### src/rtl/multicycle_controller_if.sv
// Control bundle between the multicycle controller and its datapath.
// The controller is the master: it consumes Opcode/mem_ready and drives every control line.
interface multicycle_controller_if;
  logic [5:0] Opcode;
  logic       mem_ready;
  logic       IorD;
  logic       ALUSrcA;
  logic [1:0] ALUSrcB;
  logic [1:0] ALU_op;
  logic [1:0] PCSrc;
  logic       IRWrite;
  logic       PCWrite;
  logic       Branch;
  logic       BranchNE;
  logic       MemWrite;
  logic       RegWrite;
  logic       RegDst;
  logic       MemtoReg;
  logic       instr_done;
  logic       illegal_op;
  logic [3:0] state;

  modport master (
    input  Opcode, mem_ready,
    output IorD, ALUSrcA, ALUSrcB, ALU_op, PCSrc, IRWrite, PCWrite, Branch, BranchNE,
           MemWrite, RegWrite, RegDst, MemtoReg, instr_done, illegal_op, state
  );

  modport slave (
    output Opcode, mem_ready,
    input  IorD, ALUSrcA, ALUSrcB, ALU_op, PCSrc, IRWrite, PCWrite, Branch, BranchNE,
           MemWrite, RegWrite, RegDst, MemtoReg, instr_done, illegal_op, state
  );
endinterface

### src/rtl/multicycle_controller.sv
// Moore-style main control FSM for a MIPS-like multicycle datapath, with an optional
// memory ready handshake and optional bne support.
module multicycle_controller #(
  parameter bit MEM_HANDSHAKE = 1'b1,
  parameter bit ENABLE_BNE    = 1'b0
) (
  input logic                     clk,
  input logic                     rst,
  multicycle_controller_if.master bus
);

  typedef enum logic [3:0] {
    S_FETCH   = 4'd0,
    S_DECODE  = 4'd1,
    S_MEMADR  = 4'd2,
    S_MEMRD   = 4'd3,
    S_MEMWB   = 4'd4,
    S_MEMWR   = 4'd5,
    S_EXECUTE = 4'd6,
    S_ALUWB   = 4'd7,
    S_BEQ     = 4'd8,
    S_ADDIEX  = 4'd9,
    S_ADDIWB  = 4'd10,
    S_JUMP    = 4'd11,
    S_BNE     = 4'd12
  } state_t;

  localparam logic [5:0] OP_RTYPE = 6'b000000;
  localparam logic [5:0] OP_J     = 6'b000010;
  localparam logic [5:0] OP_BEQ   = 6'b000100;
  localparam logic [5:0] OP_BNE   = 6'b000101;
  localparam logic [5:0] OP_ADDI  = 6'b001000;
  localparam logic [5:0] OP_LW    = 6'b100011;
  localparam logic [5:0] OP_SW    = 6'b101011;

  state_t state_q;
  state_t state_d;
  logic   mem_ok;
  logic   op_legal;

  assign mem_ok    = MEM_HANDSHAKE ? bus.mem_ready : 1'b1;
  assign bus.state = state_q;

  always_comb begin : legal_decode
    // NOTE: every variable written in a combinational block gets a default first, so no path can infer a latch.
    op_legal = 1'b0;
    case (bus.Opcode)
      OP_RTYPE, OP_J, OP_BEQ, OP_ADDI, OP_LW, OP_SW: op_legal = 1'b1;
      OP_BNE:                                       op_legal = ENABLE_BNE;
      default:                                      op_legal = 1'b0;
    endcase
  end

  always_comb begin : next_state
    state_d = S_FETCH;
    case (state_q)
      S_FETCH:  state_d = mem_ok ? S_DECODE : S_FETCH;
      S_DECODE: begin
        case (bus.Opcode)
          OP_LW, OP_SW: state_d = S_MEMADR;
          OP_RTYPE:     state_d = S_EXECUTE;
          OP_ADDI:      state_d = S_ADDIEX;
          OP_BEQ:       state_d = S_BEQ;
          OP_BNE:       state_d = ENABLE_BNE ? S_BNE : S_FETCH;
          OP_J:         state_d = S_JUMP;
          default:      state_d = S_FETCH;
        endcase
      end
      S_MEMADR:  state_d = (bus.Opcode == OP_LW) ? S_MEMRD : S_MEMWR;
      S_MEMRD:   state_d = mem_ok ? S_MEMWB : S_MEMRD;
      S_MEMWR:   state_d = mem_ok ? S_FETCH : S_MEMWR;
      S_EXECUTE: state_d = S_ALUWB;
      S_ADDIEX:  state_d = S_ADDIWB;
      default:   state_d = S_FETCH;
    endcase
  end

  always_ff @(posedge clk or posedge rst) begin
    // NOTE: state registers use non-blocking assignments so every flop samples pre-edge values.
    if (rst) state_q <= S_FETCH;
    else     state_q <= state_d;
  end

  always_comb begin : decode_outputs
    bus.IorD       = 1'b0;
    bus.ALUSrcA    = 1'b0;
    bus.ALUSrcB    = 2'b00;
    bus.ALU_op     = 2'b00;
    bus.PCSrc      = 2'b00;
    bus.IRWrite    = 1'b0;
    bus.PCWrite    = 1'b0;
    bus.Branch     = 1'b0;
    bus.BranchNE   = 1'b0;
    bus.MemWrite   = 1'b0;
    bus.RegWrite   = 1'b0;
    bus.RegDst     = 1'b0;
    bus.MemtoReg   = 1'b0;
    bus.instr_done = 1'b0;
    bus.illegal_op = 1'b0;
    case (state_q)
      // Reset parks the FSM in FETCH, so rst must also mask the fetch write enables.
      S_FETCH: begin
        bus.ALUSrcB = 2'b01;
        bus.IRWrite = mem_ok & ~rst;
        bus.PCWrite = mem_ok & ~rst;
      end
      S_DECODE: begin
        bus.ALUSrcB    = 2'b11;
        bus.illegal_op = ~op_legal;
      end
      S_MEMADR, S_ADDIEX: begin
        bus.ALUSrcA = 1'b1;
        bus.ALUSrcB = 2'b10;
      end
      S_MEMRD: bus.IorD = 1'b1;
      S_MEMWB: begin
        bus.RegWrite   = 1'b1;
        bus.MemtoReg   = 1'b1;
        bus.instr_done = 1'b1;
      end
      S_MEMWR: begin
        bus.IorD       = 1'b1;
        bus.MemWrite   = 1'b1;
        bus.instr_done = mem_ok;
      end
      S_EXECUTE: begin
        bus.ALUSrcA = 1'b1;
        bus.ALU_op  = 2'b10;
      end
      S_ALUWB: begin
        bus.RegDst     = 1'b1;
        bus.RegWrite   = 1'b1;
        bus.instr_done = 1'b1;
      end
      S_ADDIWB: begin
        bus.RegWrite   = 1'b1;
        bus.instr_done = 1'b1;
      end
      S_BEQ: begin
        bus.ALUSrcA    = 1'b1;
        bus.ALU_op     = 2'b01;
        bus.PCSrc      = 2'b01;
        bus.Branch     = 1'b1;
        bus.instr_done = 1'b1;
      end
      S_BNE: begin
        bus.ALUSrcA    = 1'b1;
        bus.ALU_op     = 2'b01;
        bus.PCSrc      = 2'b01;
        bus.BranchNE   = 1'b1;
        bus.instr_done = 1'b1;
      end
      S_JUMP: begin
        bus.PCSrc      = 2'b10;
        bus.PCWrite    = 1'b1;
        bus.instr_done = 1'b1;
      end
      default: ;
    endcase
  end

endmodule

### src/flat_wrapper.sv
// flat-port wrapper written by rule: the top's interface ports become plain ports
module multicycle_controller_flat 
#(
  parameter bit MEM_HANDSHAKE = 1'b1,
  parameter bit ENABLE_BNE    = 1'b0
)
  (clk, rst, bus_Opcode, bus_mem_ready, bus_IorD, bus_ALUSrcA, bus_ALUSrcB, bus_ALU_op, bus_PCSrc, bus_IRWrite, bus_PCWrite, bus_Branch, bus_BranchNE, bus_MemWrite, bus_RegWrite, bus_RegDst, bus_MemtoReg, bus_instr_done, bus_illegal_op, bus_state);
  multicycle_controller_if bus_i ();
  input logic clk;
  input logic rst;
  input wire logic [$bits(bus_i.Opcode)-1:0] bus_Opcode;
  input wire logic [$bits(bus_i.mem_ready)-1:0] bus_mem_ready;
  output wire logic [$bits(bus_i.IorD)-1:0] bus_IorD;
  output wire logic [$bits(bus_i.ALUSrcA)-1:0] bus_ALUSrcA;
  output wire logic [$bits(bus_i.ALUSrcB)-1:0] bus_ALUSrcB;
  output wire logic [$bits(bus_i.ALU_op)-1:0] bus_ALU_op;
  output wire logic [$bits(bus_i.PCSrc)-1:0] bus_PCSrc;
  output wire logic [$bits(bus_i.IRWrite)-1:0] bus_IRWrite;
  output wire logic [$bits(bus_i.PCWrite)-1:0] bus_PCWrite;
  output wire logic [$bits(bus_i.Branch)-1:0] bus_Branch;
  output wire logic [$bits(bus_i.BranchNE)-1:0] bus_BranchNE;
  output wire logic [$bits(bus_i.MemWrite)-1:0] bus_MemWrite;
  output wire logic [$bits(bus_i.RegWrite)-1:0] bus_RegWrite;
  output wire logic [$bits(bus_i.RegDst)-1:0] bus_RegDst;
  output wire logic [$bits(bus_i.MemtoReg)-1:0] bus_MemtoReg;
  output wire logic [$bits(bus_i.instr_done)-1:0] bus_instr_done;
  output wire logic [$bits(bus_i.illegal_op)-1:0] bus_illegal_op;
  output wire logic [$bits(bus_i.state)-1:0] bus_state;
  assign bus_i.Opcode = bus_Opcode;
  assign bus_i.mem_ready = bus_mem_ready;
  assign bus_IorD = bus_i.IorD;
  assign bus_ALUSrcA = bus_i.ALUSrcA;
  assign bus_ALUSrcB = bus_i.ALUSrcB;
  assign bus_ALU_op = bus_i.ALU_op;
  assign bus_PCSrc = bus_i.PCSrc;
  assign bus_IRWrite = bus_i.IRWrite;
  assign bus_PCWrite = bus_i.PCWrite;
  assign bus_Branch = bus_i.Branch;
  assign bus_BranchNE = bus_i.BranchNE;
  assign bus_MemWrite = bus_i.MemWrite;
  assign bus_RegWrite = bus_i.RegWrite;
  assign bus_RegDst = bus_i.RegDst;
  assign bus_MemtoReg = bus_i.MemtoReg;
  assign bus_instr_done = bus_i.instr_done;
  assign bus_illegal_op = bus_i.illegal_op;
  assign bus_state = bus_i.state;
  multicycle_controller #(.MEM_HANDSHAKE(MEM_HANDSHAKE), .ENABLE_BNE(ENABLE_BNE)) u_core (.clk(clk), .rst(rst), .bus(bus_i));
endmodule
### config.mk
export PLATFORM = sky130hd
export DESIGN_NAME = multicycle_controller_flat
export DESIGN_NICKNAME = d
export VERILOG_FILES = /design/src/rtl/multicycle_controller_if.sv /design/src/rtl/multicycle_controller.sv /design/src/flat_wrapper.sv
export SDC_FILE = /design/constraint.sdc
export NUM_CORES = 1
export LEC_CHECK = 0
export ABC_AREA = 1
export BUFFER_PORTS_ARGS = -buffer_cell sky130_fd_sc_hd__buf_2
export CAP_MARGIN = 20
export CORE_MARGIN = 2
export CORE_UTILIZATION = 30
export DETAILED_ROUTE_END_ITERATION = 10
export PLACE_DENSITY_LB_ADDON = 0.12
export SLEW_MARGIN = 20
export SYNTH_ARGS = -nofsm -noshare
export SYNTH_HDL_FRONTEND = slang
export SYNTH_SLANG_ARGS = --single-unit
### constraint.sdc
create_clock -name clk -period 1.3 [get_ports clk]
set_input_delay 0.065 -clock clk [delete_from_list [all_inputs] [get_ports clk]]
set_output_delay 0.065 -clock clk [all_outputs]
set_load 0.01 [all_outputs]
==> summary.md, run 1 <==
| Metric | Value |
|---|---|
| Status | finished with violations |
| Failing checks | negative setup slack |
| Max reg flops | 4 |
| Clock Path Buffers | 2 |
| Overall power of the completed layout | 0.867 mW |
| Overall die height | 47.0 µm |
| Initial Util | 32.1% |
| Buffers and inverters on the worst path | 3 |
| Number of global-route vias before repair | 651 |
| CP cell instances | clkinv_4, nor2_4, nand2_2, buf_6, o21ai_1, buf_2 |
| Die area | 2210 µm² |
| Width of the chip | 47.0 µm |
| Post-layout min period | 1370 ps |
| Crit. End Element | output port |
| Number of synthesized register bits | 4 |
| Routed via count | 804 |
| Main area contributors after synthesis | sky130_fd_sc_hd__nand2_1, sky130_fd_sc_hd__nor2_1, sky130_fd_sc_hd__dfrtp_1 |
| Global placement routability congestion | 0.837 |
| Worst path depth | 6 |
| Estimated wirelength of the detail-placed design | 1.32 mm |
| Total track usage | 17.8% |
| Synth Instances | 111 |
| Post-detailed-placement cell area | 743 µm² |
| Largest area contributor in the netlist | sky130_fd_sc_hd__nand2_1 |
| Kind of path behind the tightest hold check | input port to flop |
| Total wire length | 1.78 mm |
| Layout fillers | 178 |
| Total clock buffers created by CTS | 3 |
| Antenna violations before repair | 0 |
| Cell area after layout | 1030 µm² |
| Data required, critical path | 1240 ps |
| Share of the yosys chip area belonging to registers | 18.1% |
| Final instance count without filler cells | 183 |
| Number of primary I/O pins | 31 |
| Number of warnings reported in the yosys synthesis log | 0 |
| Row Count | 15 |
| Kind of launch point of the worst setup path | flop |
| Net count reported at finish | 169 |
| Normalized max-slew margin | 85.2% |
| Number of violations of the max-capacitance limit | 0 |
| Total congestion overflow after global routing | 0 |
| Area overhead of the layout relative to synthesis | 85.1% |
| Mean cell area of the mapped netlist | 4.99 µm² |
| Post-route DRC violation count | 0 |
| TritonCTS clock tree | yes |
| VDD IR-drop max | 0.000548 V |
| Count of buffers from port buffering | 30 |
| Crit path max-delay family | flip-flops |
| First-pass GRT wire length | 2.75 mm |
| Number of nets still failing antenna checks after routing | 0 |
| Dpl cells | 167 |
| Ant diodes | 0 |
| Worst clock skew | 1.44 ps |
| Routed vias/inst | 4.39 |
| Htree depth | 1 |
| Critical path start-end classification | flop to output port |
| Total power density per cell area | 845 nW/µm² |
| Depth of the worst register-to-register path | 8 |
| Post-synthesis cell type count | 13 |
| Clock sinks | 4 |
| Delay of the slowest cell on the worst path | 430 ps |
| Unrepaired setup endpoints after global routing | yes |
| Area share of the largest cell type after synthesis | 19.6% |
| Slowest stage cell on the critical path | sky130_fd_sc_hd__dfrtp_2 |
| Final setup slack of the worst path | -70.1 ps |
| Worst hold path stage count | 5 |
| Layout Utilization | 59.4% |
| Worst-Skew Late Latency | 250 ps |
| Combined flip-flop and latch cell area | 105 µm² |
| Combined area of all synthesized cells | 554 µm² |
| Area of the core | 1730 µm² |
| DRC marker count from the first detailed-route iteration | 21 |
| Pre-Repair DR Iteration Count | 4 |
| Routed wire per std cell | 9.74 µm |
| Root cell of the clock tree | sky130_fd_sc_hd__clkbuf_4 |
| Peak Freq | 730 MHz |
| Setup slack of the worst register-to-register path | 70 ps |
| Slew @ Worst Pin | 221 ps |
| Multi-input gate area | 454 µm² |
| Share of post-route cells with drive strength above 1 | 52.5% |
| Tcrit/Tclk final | 105% |
| Count of pins over their slew limit | 0 |
| Clock-pin slew of the registers on the worst-case setup and hold paths | 40 ps |
| Nets in the synthesized netlist | 120 |
| Count of endpoints failing setup in the final report | 7 |
| Largest net degree at the start of global routing | 7 |
| Largest fanout on the critical path | 4 |
| P_leak | 0.677 nW |
| Final-report hold violation count | 0 |
| Arrival time of the worst setup path | 1310 ps |
cells in the mapped netlist:
master                    count
sky130_fd_sc_hd__inv_2        3
sky130_fd_sc_hd__nor2_1      27
sky130_fd_sc_hd__nand2_1     29
sky130_fd_sc_hd__nand3_1     13
sky130_fd_sc_hd__a21oi_1      2
sky130_fd_sc_hd__o22ai_1      1
sky130_fd_sc_hd__dfrtp_1      4
sky130_fd_sc_hd__nand2_2      2
sky130_fd_sc_hd__o21ai_1      1
sky130_fd_sc_hd__nand2_4      1
sky130_fd_sc_hd__inv_1       23
sky130_fd_sc_hd__nor2_2       4
sky130_fd_sc_hd__nor2_4       1
timing repair:
item | in CTS | in global routing
setup buffers | 7 | 5
pin swaps | 8 | 12
gates resized for setup | 22 | 28
gates cloned | 0 | 0
hold buffers | 1 | 0
setup endpoints to repair | 9 | 13
hold endpoints to repair | 4 | 0
worst paths after layout:
check / start / to
setup / recovery: u_core.bus.state[3] / bus_PCWrite
hold / removal: bus_mem_ready / u_core.bus.state[2]
min in group asynchronous: rst / u_core.bus.state[0]
max in group asynchronous: rst / u_core.bus.state[3]
hold reg to reg: u_core.bus.state[2] / u_core.bus.state[3]
setup reg to reg: u_core.bus.state[1] / u_core.bus.state[2]
report_power, final:
part           total (mW)  internal (mW)  switching [mW]
Sequential          0.191          0.145          0.0466
Combinational       0.511          0.219           0.292
Clock               0.165          0.104          0.0608
stage by stage:
| step | TNS [ps] | worst slack, ps | hold slack [ps] |
|---|---|---|---|
| 2_1_floorplan | 0 | 171 | -169 |
| 3_3_place_gp | 0 | 69.2 | -15.3 |
| 3_5_place_dp | 0 | 117 | -14.7 |
| 4_1_cts | -262 | -61.2 | 229 |
| 5_1_grt | -1100 | -161 | 268 |
| 6_report | -279 | -70.1 | 231 |
layer usage:
layer / global-route usage (%) / wire (µm) / up-vias / share of wire [%]
met5: 0 / 0 / - / 0
met4: 6.67 / 24 / 0 / 1.3
met3: 5.77 / 95 / 4 / 5.3
met2: 26.3 / 854 / 24 / 48
met1: 24.2 / 807 / 351 / 45
li1: - / - / 425 / -
cells by family (layout without fill, tap and decap cells):
group / count (synthesis) / in the layout / share of synthesized area, %
compound gates: 4 / 4 / 3.84
simple gates: 77 / 77 / 60.5
buf+inv: 26 / 73 / 17.6
flops: 4 / 4 / 18.1
layout make-up:
class,count,share of cell area [%]
repair buffers,44,29.8
flip-flops and latches,4,10.2
inverters,26,10.5
clock buffers,3,2.20
multi-input cells,81,44.3
well taps,25,3.05
worst min-delay path, delay by kind of cell:
kind | cells | cell delay, ps
simple gates | 4 | 250
buf+inv | 1 | 130
layout by cell type, fill, tap and decap left out:
master,n
sky130_fd_sc_hd__a21oi_2,2
sky130_fd_sc_hd__buf_2,26
sky130_fd_sc_hd__buf_4,7
sky130_fd_sc_hd__buf_6,10
sky130_fd_sc_hd__clkbuf_4,3
sky130_fd_sc_hd__clkinv_4,1
sky130_fd_sc_hd__dfrtp_2,4
sky130_fd_sc_hd__dlygate4sd3_1,1
sky130_fd_sc_hd__inv_1,15
sky130_fd_sc_hd__inv_2,8
sky130_fd_sc_hd__inv_4,2
sky130_fd_sc_hd__nand2_1,23
sky130_fd_sc_hd__nand2_2,3
sky130_fd_sc_hd__nand2_4,5
sky130_fd_sc_hd__nand2_8,1
sky130_fd_sc_hd__nand3_1,12
sky130_fd_sc_hd__nand3_2,1
sky130_fd_sc_hd__nor2_1,23
sky130_fd_sc_hd__nor2_2,4
sky130_fd_sc_hd__nor2_4,5
sky130_fd_sc_hd__o21ai_1,1
sky130_fd_sc_hd__o22ai_2,1
(Power assumes the default switching activity.)
==> inputs of run 2 (changes only) <==
clock period = 1.65 ns   (was 1.3 ns; I/O delays follow)
==> summary.md, run 2 (synthesized netlist as in run 1, its figures left out) <==
| Metric | Value |
|---|---|
| Minimum hold slack | 251 ps (+20.0 ps) |
| Largest net degree at the start of global routing | 7 (unchanged) |
| Leading cell types in the layout, fill and taps excluded | sky130_fd_sc_hd__buf_2, sky130_fd_sc_hd__nand2_1, sky130_fd_sc_hd__nor2_1 |
| Post-route DRC violation count | 0 (unchanged) |
| P_leak | 0.570 nW (-16%) |
| Count of endpoints failing setup in the final report | 0 (-7) |
| Worst path depth | 4 (-2) |
| Post-layout min period | 1500 ps |
| Net count reported at finish | 156 (-7.7%) |
| Clock-pin slew of the registers on the worst-case setup and hold paths | 50 ps (about the same) |
| VDD IR-drop max | 0.000435 V (-21%) |
| Crit. Startpoint | u_core.bus.state[2] |
| Max reg flops | 4 (unchanged) |
| Number of global-route vias before repair | 540 (-17%) |
| Width of the chip | 47.0 µm (unchanged) |
| Routed via count | 728 (-9.5%) |
| Number of primary I/O pins | 31 (unchanged) |
| Root cell of the clock tree | sky130_fd_sc_hd__clkbuf_4 |
| Worst setup path end | bus_PCWrite |
| Status | finished, final reports clean |
| Row Count | 15 (unchanged) |
| Area of the core | 1730 µm² (unchanged) |
| Final instance count without filler cells | 170 (-7.1%) |
| Number of violations of the max-capacitance limit | 0 (unchanged) |
| Worst clock skew | 16.3 ps (+14.9 ps) |
| Worst-Skew Late Latency | 260 ps (about the same) |
| Clock Path Buffers | 2 (unchanged) |
| Total power density per cell area | 712 nW/µm² (-16%) |
| Routed wire per std cell | 9.04 µm (-7.2%) |
| Initial Util | 32.1% (unchanged) |
| Dpl cells | 166 (-0.60%) |
| Crit path max-delay family | simple AND/OR/NAND/NOR gates |
| Final setup TNS | 0 ps (+279 ps) |
| Arrival time of the worst setup path | 1420 ps (+110 ps) |
| Crit. End Element | output port |
| Antenna violations before repair | 0 (unchanged) |
| Routed vias/inst | 4.28 (-2.5%) |
| Largest fanout on the critical path | 6 (+2) |
| Most common cell after layout, fill and taps aside | sky130_fd_sc_hd__buf_2 |
| Total track usage | 15.6% (-2.2 points) |
| Depth of the worst register-to-register path | 7 (-1) |
| Htree depth | 1 (unchanged) |
| Area overhead of the layout relative to synthesis | 38.6% |
| Unrepaired setup endpoints after global routing | no |
| Estimated wirelength of the detail-placed design | 1.29 mm (-2.3%) |
| Critical path start-end classification | flop to output port |
| Tcrit/Tclk final | 91.0% |
| Reg-to-reg critical path startpoint | u_core.bus.state[2] |
| CP cell instances | nor2_2, nand3_1, o21ai_1, buf_2 |
| Peak Freq | 666 MHz |
| Slew @ Worst Pin | 267 ps (+45.8 ps) |
| Slowest stage cell on the critical path | sky130_fd_sc_hd__dfrtp_1 |
| Buffers and inverters on the worst path | 1 (-2) |
| Capture instance of the worst register-to-register path | u_core.bus.state[2] |
| Global placement routability congestion | 0.836 (-0.21%) |
| Total congestion overflow after global routing | 0 (unchanged) |
| Count of buffers from port buffering | 30 (unchanged) |
| # resized after CTS | 0 (-100%) |
| Total wire length | 1.54 mm (-14%) |
| Normalized max-slew margin | 82.2% (-3.0 points) |
| Number of nets still failing antenna checks after routing | 0 (unchanged) |
| Ant diodes | 0 (unchanged) |
| Clock sinks | 4 (unchanged) |
| Overall die height | 47.0 µm (unchanged) |
| TritonCTS clock tree | yes |
| DRC marker count from the first detailed-route iteration | 16 (-24%) |
| Count of pins over their slew limit | 0 (unchanged) |
| Total clock buffers created by CTS | 3 (unchanged) |
| Setup slack of the worst register-to-register path | 480 ps (+410 ps) |
| Data required, critical path | 1570 ps (+330 ps) |
| Pre-Repair DR Iteration Count | 4 (unchanged) |
| Delay of the slowest cell on the worst path | 450 ps (+20 ps) |
| Share of post-route cells with drive strength above 1 | 30.3% (-22 points) |
| Kind of path behind the tightest hold check | input port to flop |
| Die area | 2210 µm² (unchanged) |
| Kind of launch point of the worst setup path | flop |
| First-pass GRT wire length | 2.31 mm (-16%) |
| Final-report hold violation count | 0 (unchanged) |
-- run 2: worst register-to-register path, delay by kind of cell, from the launching register on --
family                 cells  cell delay (ps)
flip-flops                 1              450
buffers and inverters      2              120
AND/OR/NAND/NOR            5              510
-- run 2: final cells by class --
class / instances / area (µm²)
Sequential cell: 4 / 100
Tap cell: 25 / 31.3
Clock buffer: 3 / 22.5
Fill cell: 216 / 958
Multi-Input combinational cell: 81 / 357
Timing Repair Buffer: 31 / 160
Inverter: 26 / 97.6
-- run 2: metal layers --
metal / global-route usage [%] / vias up / routed length (µm)
met5: 0 / - / 0
met4: 8.33 / 0 / 32
met3: 5.00 / 4 / 98
met2: 20.8 / 23 / 611
met1: 22.1 / 306 / 794
li1: - / 395 / -
-- run 2: through the flow --
step	utilization [%]	total power [mW]	cell area (µm²)	worst slack, ps
3_5_place_dp	42.6	0.414	736	402
2_1_floorplan	-	0.312	554	504
4_1_cts	44.5	0.552	768	146
5_1_grt	44.5	0.598	768	30.7
3_3_place_gp	42.6	0.414	736	387
6_report	44.5	0.547	768	149
-- run 2: where the power goes --
| part | total [mW] | switching [mW] | internal (mW) |
|---|---|---|---|
| logic | 0.280 | 0.180 | 0.101 |
| clock network | 0.135 | 0.0524 | 0.0821 |
| registers | 0.132 | 0.0209 | 0.111 |
-- run 2: what timing repair did --
action / in CTS / in global routing
hold endpoints to repair: 4 / 0
setup buffers: 0 / 0
hold buffers: 1 / 0
-- run 2: how the worst min path moves through the flow --
stage / from / to / slack [ps] / cells past startpoint
6_report: bus_Opcode[0] / u_core.bus.state[1] / 250 / 6
2_1_floorplan: rst / u_core.bus.state[0] / -150 / 1
3_3_place_gp: rst / u_core.bus.state[0] / -0.4 / 2
5_1_grt: bus_mem_ready / u_core.bus.state[2] / 290 / 5
3_5_place_dp: rst / u_core.bus.state[0] / -3 / 2
4_1_cts: bus_mem_ready / u_core.bus.state[2] / 240 / 5
==> inputs of run 3 (changes only) <==
CORE_UTILIZATION = 25   (was 30)
CTS_CLUSTER_SIZE = 12   (was default)
clock period = 1.3 ns   (was 1.65 ns; I/O delays follow)
==> summary.md, run 3 (synthesized netlist as in run 1, its figures left out) <==
| Metric | Value |
|---|---|
| Total track usage | 15.8% (+0.22 points) |
| Kind of path behind the tightest hold check | input port to flop |
| Total power density per cell area | 901 nW/µm² (+27%) |
| Clock sinks | 4 (unchanged) |
| Initial Util | 25.8% (-6.3 points) |
| Arrival time of the worst setup path | 1300 ps (-120 ps) |
| Final-report hold violation count | 0 (unchanged) |
| Number of violations of the max-capacitance limit | 0 (unchanged) |
| Normalized max-slew margin | 82.5% (+0.28 points) |
| Failing checks | negative setup slack |
| Total clock buffers created by CTS | 3 (unchanged) |
| Worst clock skew | 13.1 ps (-3.23 ps) |
| Pre-CTS worst setup slack | 17.4 ps (-385 ps) |
| Reg-to-reg critical path startpoint | u_core.bus.state[0] |
| Post-route DRC violation count | 0 (unchanged) |
| Clock Path Buffers | 2 (unchanged) |
| TritonCTS clock tree | yes |
| Sw power | 0.403 mW (+60%) |
| Share of post-route cells with drive strength above 1 | 51.0% (+21 points) |
| Relative contribution of combinational cells to total power | 60.5% (+9.3 points) |
| Number of nets still failing antenna checks after routing | 0 (unchanged) |
| Overall die height | 51.1 µm (+8.7%) |
| Critical path start-end classification | flop to output port |
| Internal cell power | 0.479 mW (+63%) |
| Total wire length | 2.04 mm (+33%) |
| Count of endpoints failing setup in the final report | 10 (+10) |
| Worst hold path stage count | 5 (-1) |
| Post-layout min period | 1370 ps |
| Clock-pin slew of the registers on the worst-case setup and hold paths | 50 ps (about the same) |
| Largest net degree at the start of global routing | 6 (-1) |
| Cell area after layout | 980 µm² (+28%) |
| Leading cell types in the layout, fill and taps excluded | sky130_fd_sc_hd__buf_2, sky130_fd_sc_hd__nor2_1, sky130_fd_sc_hd__nand2_1 |
| Most common cell after layout, fill and taps aside | sky130_fd_sc_hd__buf_2 |
| Status | finished with violations |
| Worst-Skew Late Latency | 240 ps (-20 ps) |
| Global placement routability congestion | 0.842 (+0.74%) |
| Ant diodes | 0 (unchanged) |
| Number of primary I/O pins | 31 (unchanged) |
| Depth of the worst register-to-register path | 7 (unchanged) |
| Hold_sp | bus_mem_ready |
| Kind of launch point of the worst setup path | flop |
| Count of pins over their slew limit | 0 (unchanged) |
| Slew @ Worst Pin | 262 ps (-4.95 ps) |
| Hold Crit Endpoint | u_core.bus.state[2] |
| Proportion of power drawn by the clock network | 18.6% (-6.0 points) |
| Peak Freq | 732 MHz |
| Routed wire per std cell | 11.0 µm (+22%) |
| Switching Share | 45.7% (-0.53 points) |
| Layout fillers | 252 (+17%) |
| Die area | 2610 µm² (+18%) |
| Estimated wirelength of the detail-placed design | 1.46 mm (+12%) |
| Unrepaired setup endpoints after global routing | yes |
| Largest fanout on the critical path | 5 (-1) |
| Area overhead of the layout relative to synthesis | 76.7% |
| Antenna violations before repair | 0 (unchanged) |
| Max reg flops | 4 (unchanged) |
| Root cell of the clock tree | sky130_fd_sc_hd__clkbuf_4 |
| Overall power of the completed layout | 0.883 mW (+61%) |
| Proportion of power drawn by flip-flops and latches | 20.8% (-3.4 points) |
| Total congestion overflow after global routing | 0 (unchanged) |
| Capture instance of the worst register-to-register path | u_core.bus.state[1] |
| P_leak | 0.650 nW (+14%) |
| Area of the core | 2150 µm² (+24%) |
| Pre-Repair DR Iteration Count | 4 (unchanged) |
| Final setup TNS | -471 ps (-471 ps) |
| VDD IR-drop max | 0.000438 V (+0.70%) |
| Count of buffers from port buffering | 30 (unchanged) |
| Setup slack of the worst register-to-register path | 90 ps (-390 ps) |
| Width of the chip | 51.1 µm (+8.7%) |
| Final setup slack of the worst path | -66.0 ps (-215 ps) |
| Data required, critical path | 1240 ps (-330 ps) |
| Routed via count | 810 (+11%) |
| Routed vias/inst | 4.38 (+2.2%) |
| Row Count | 17 (+2) |
| Net count reported at finish | 168 (+7.7%) |
| Post-detailed-placement cell area | 762 µm² (+3.6%) |
| DRC marker count from the first detailed-route iteration | 7 (-9) |
| Number of global-route vias before repair | 765 (+42%) |
| First-pass GRT wire length | 3.16 mm (+37%) |
| Htree depth | 1 (unchanged) |
| Tcrit/Tclk final | 105% |
| Crit. End Element | output port |
[run 3: changes by cell type in the layout (fill, tap and decap cells not counted), moves of 3 or more]
| cell | delta |
|---|---|
| sky130_fd_sc_hd__inv_1 | -5 |
| sky130_fd_sc_hd__nor2_1 | -4 |
| sky130_fd_sc_hd__buf_4 | +9 |
| sky130_fd_sc_hd__inv_2 | +4 |
| sky130_fd_sc_hd__dfrtp_2 | +4 |
| sky130_fd_sc_hd__nand2_2 | +3 |
| sky130_fd_sc_hd__dfrtp_1 | -4 |
| sky130_fd_sc_hd__buf_6 | +4 |
| sky130_fd_sc_hd__nand2_1 | -6 |
| sky130_fd_sc_hd__nor2_4 | +4 |
[run 3: what timing repair did]
action / CTS / global route
buffers inserted: 7 / 2
pin swaps: 9 / 8
hold endpoints to repair: 4 / 0
resized for setup: 26 / 11
hold buffers: 1 / 0
endpoints found under the setup margin: 12 / 13
[run 3: critical path: stages (launching register included)]
cell and delay, ps:
sky130_fd_sc_hd__dfrtp_2 460, sky130_fd_sc_hd__nor2_4 180, sky130_fd_sc_hd__inv_2 70, sky130_fd_sc_hd__a21oi_2 130
sky130_fd_sc_hd__nor2_2 50, sky130_fd_sc_hd__nand2_1 50, sky130_fd_sc_hd__buf_2 120
[run 3: per-layer routing]
layer	global-route usage, %	vias to the layer above	share of wire, %
met5	0	-	0
met4	6.31	0	1.0
met3	2.63	2	4.6
met2	30.1	24	55
met1	17.1	363	40
li1	-	421	-
[run 3: how the worst max path moves through the flow]
| stage | to | from | cells past startpoint | slack, ps |
|---|---|---|---|---|
| floorplan | bus_PCWrite | u_core.bus.state[2] | 3 | 170 |
| global placement | bus_PCWrite | u_core.bus.state[3] | 6 | -30 |
| detailed placement | bus_PCWrite | u_core.bus.state[3] | 6 | 20 |
| CTS | bus_instr_done | u_core.bus.state[0] | 6 | -50 |
| global route | bus_instr_done | u_core.bus.state[0] | 6 | -140 |
| finish | bus_instr_done | u_core.bus.state[0] | 6 | -70 |
[run 3: power groups by stage]
| stage | clock, mW | combinational [mW] | sequential (mW) |
|---|---|---|---|
| final | 0.164 | 0.534 | 0.184 |
| after global routing | 0.173 | 0.590 | 0.186 |
| after CTS | 0.156 | 0.449 | 0.182 |
| after detailed placement | 0 | 0.369 | 0.166 |
| after global placement | 0 | 0.370 | 0.164 |
| after floorplan | 0 | 0.221 | 0.174 |
[run 3: through the flow]
step,utilization (%),std cells,hold slack [ps]
5_1_grt,45.6,185,278
3_3_place_gp,35.5,172,-26.2
4_1_cts,43.1,183,237
6_report,45.6,185,243
3_5_place_dp,35.5,172,-23.5
2_1_floorplan,-,111,-169
[run 3: layout make-up]
| class | instances | area (µm²) | area share [%] |
|---|---|---|---|
| Inverter | 26 | 100 | 10.2 |
| Sequential cell | 4 | 105 | 10.7 |
| Tap cell | 28 | 35.0 | 3.58 |
| Multi-Input combinational cell | 81 | 449 | 45.8 |
| Clock buffer | 3 | 22.5 | 2.30 |
| Timing Repair Buffer | 43 | 268 | 27.3 |
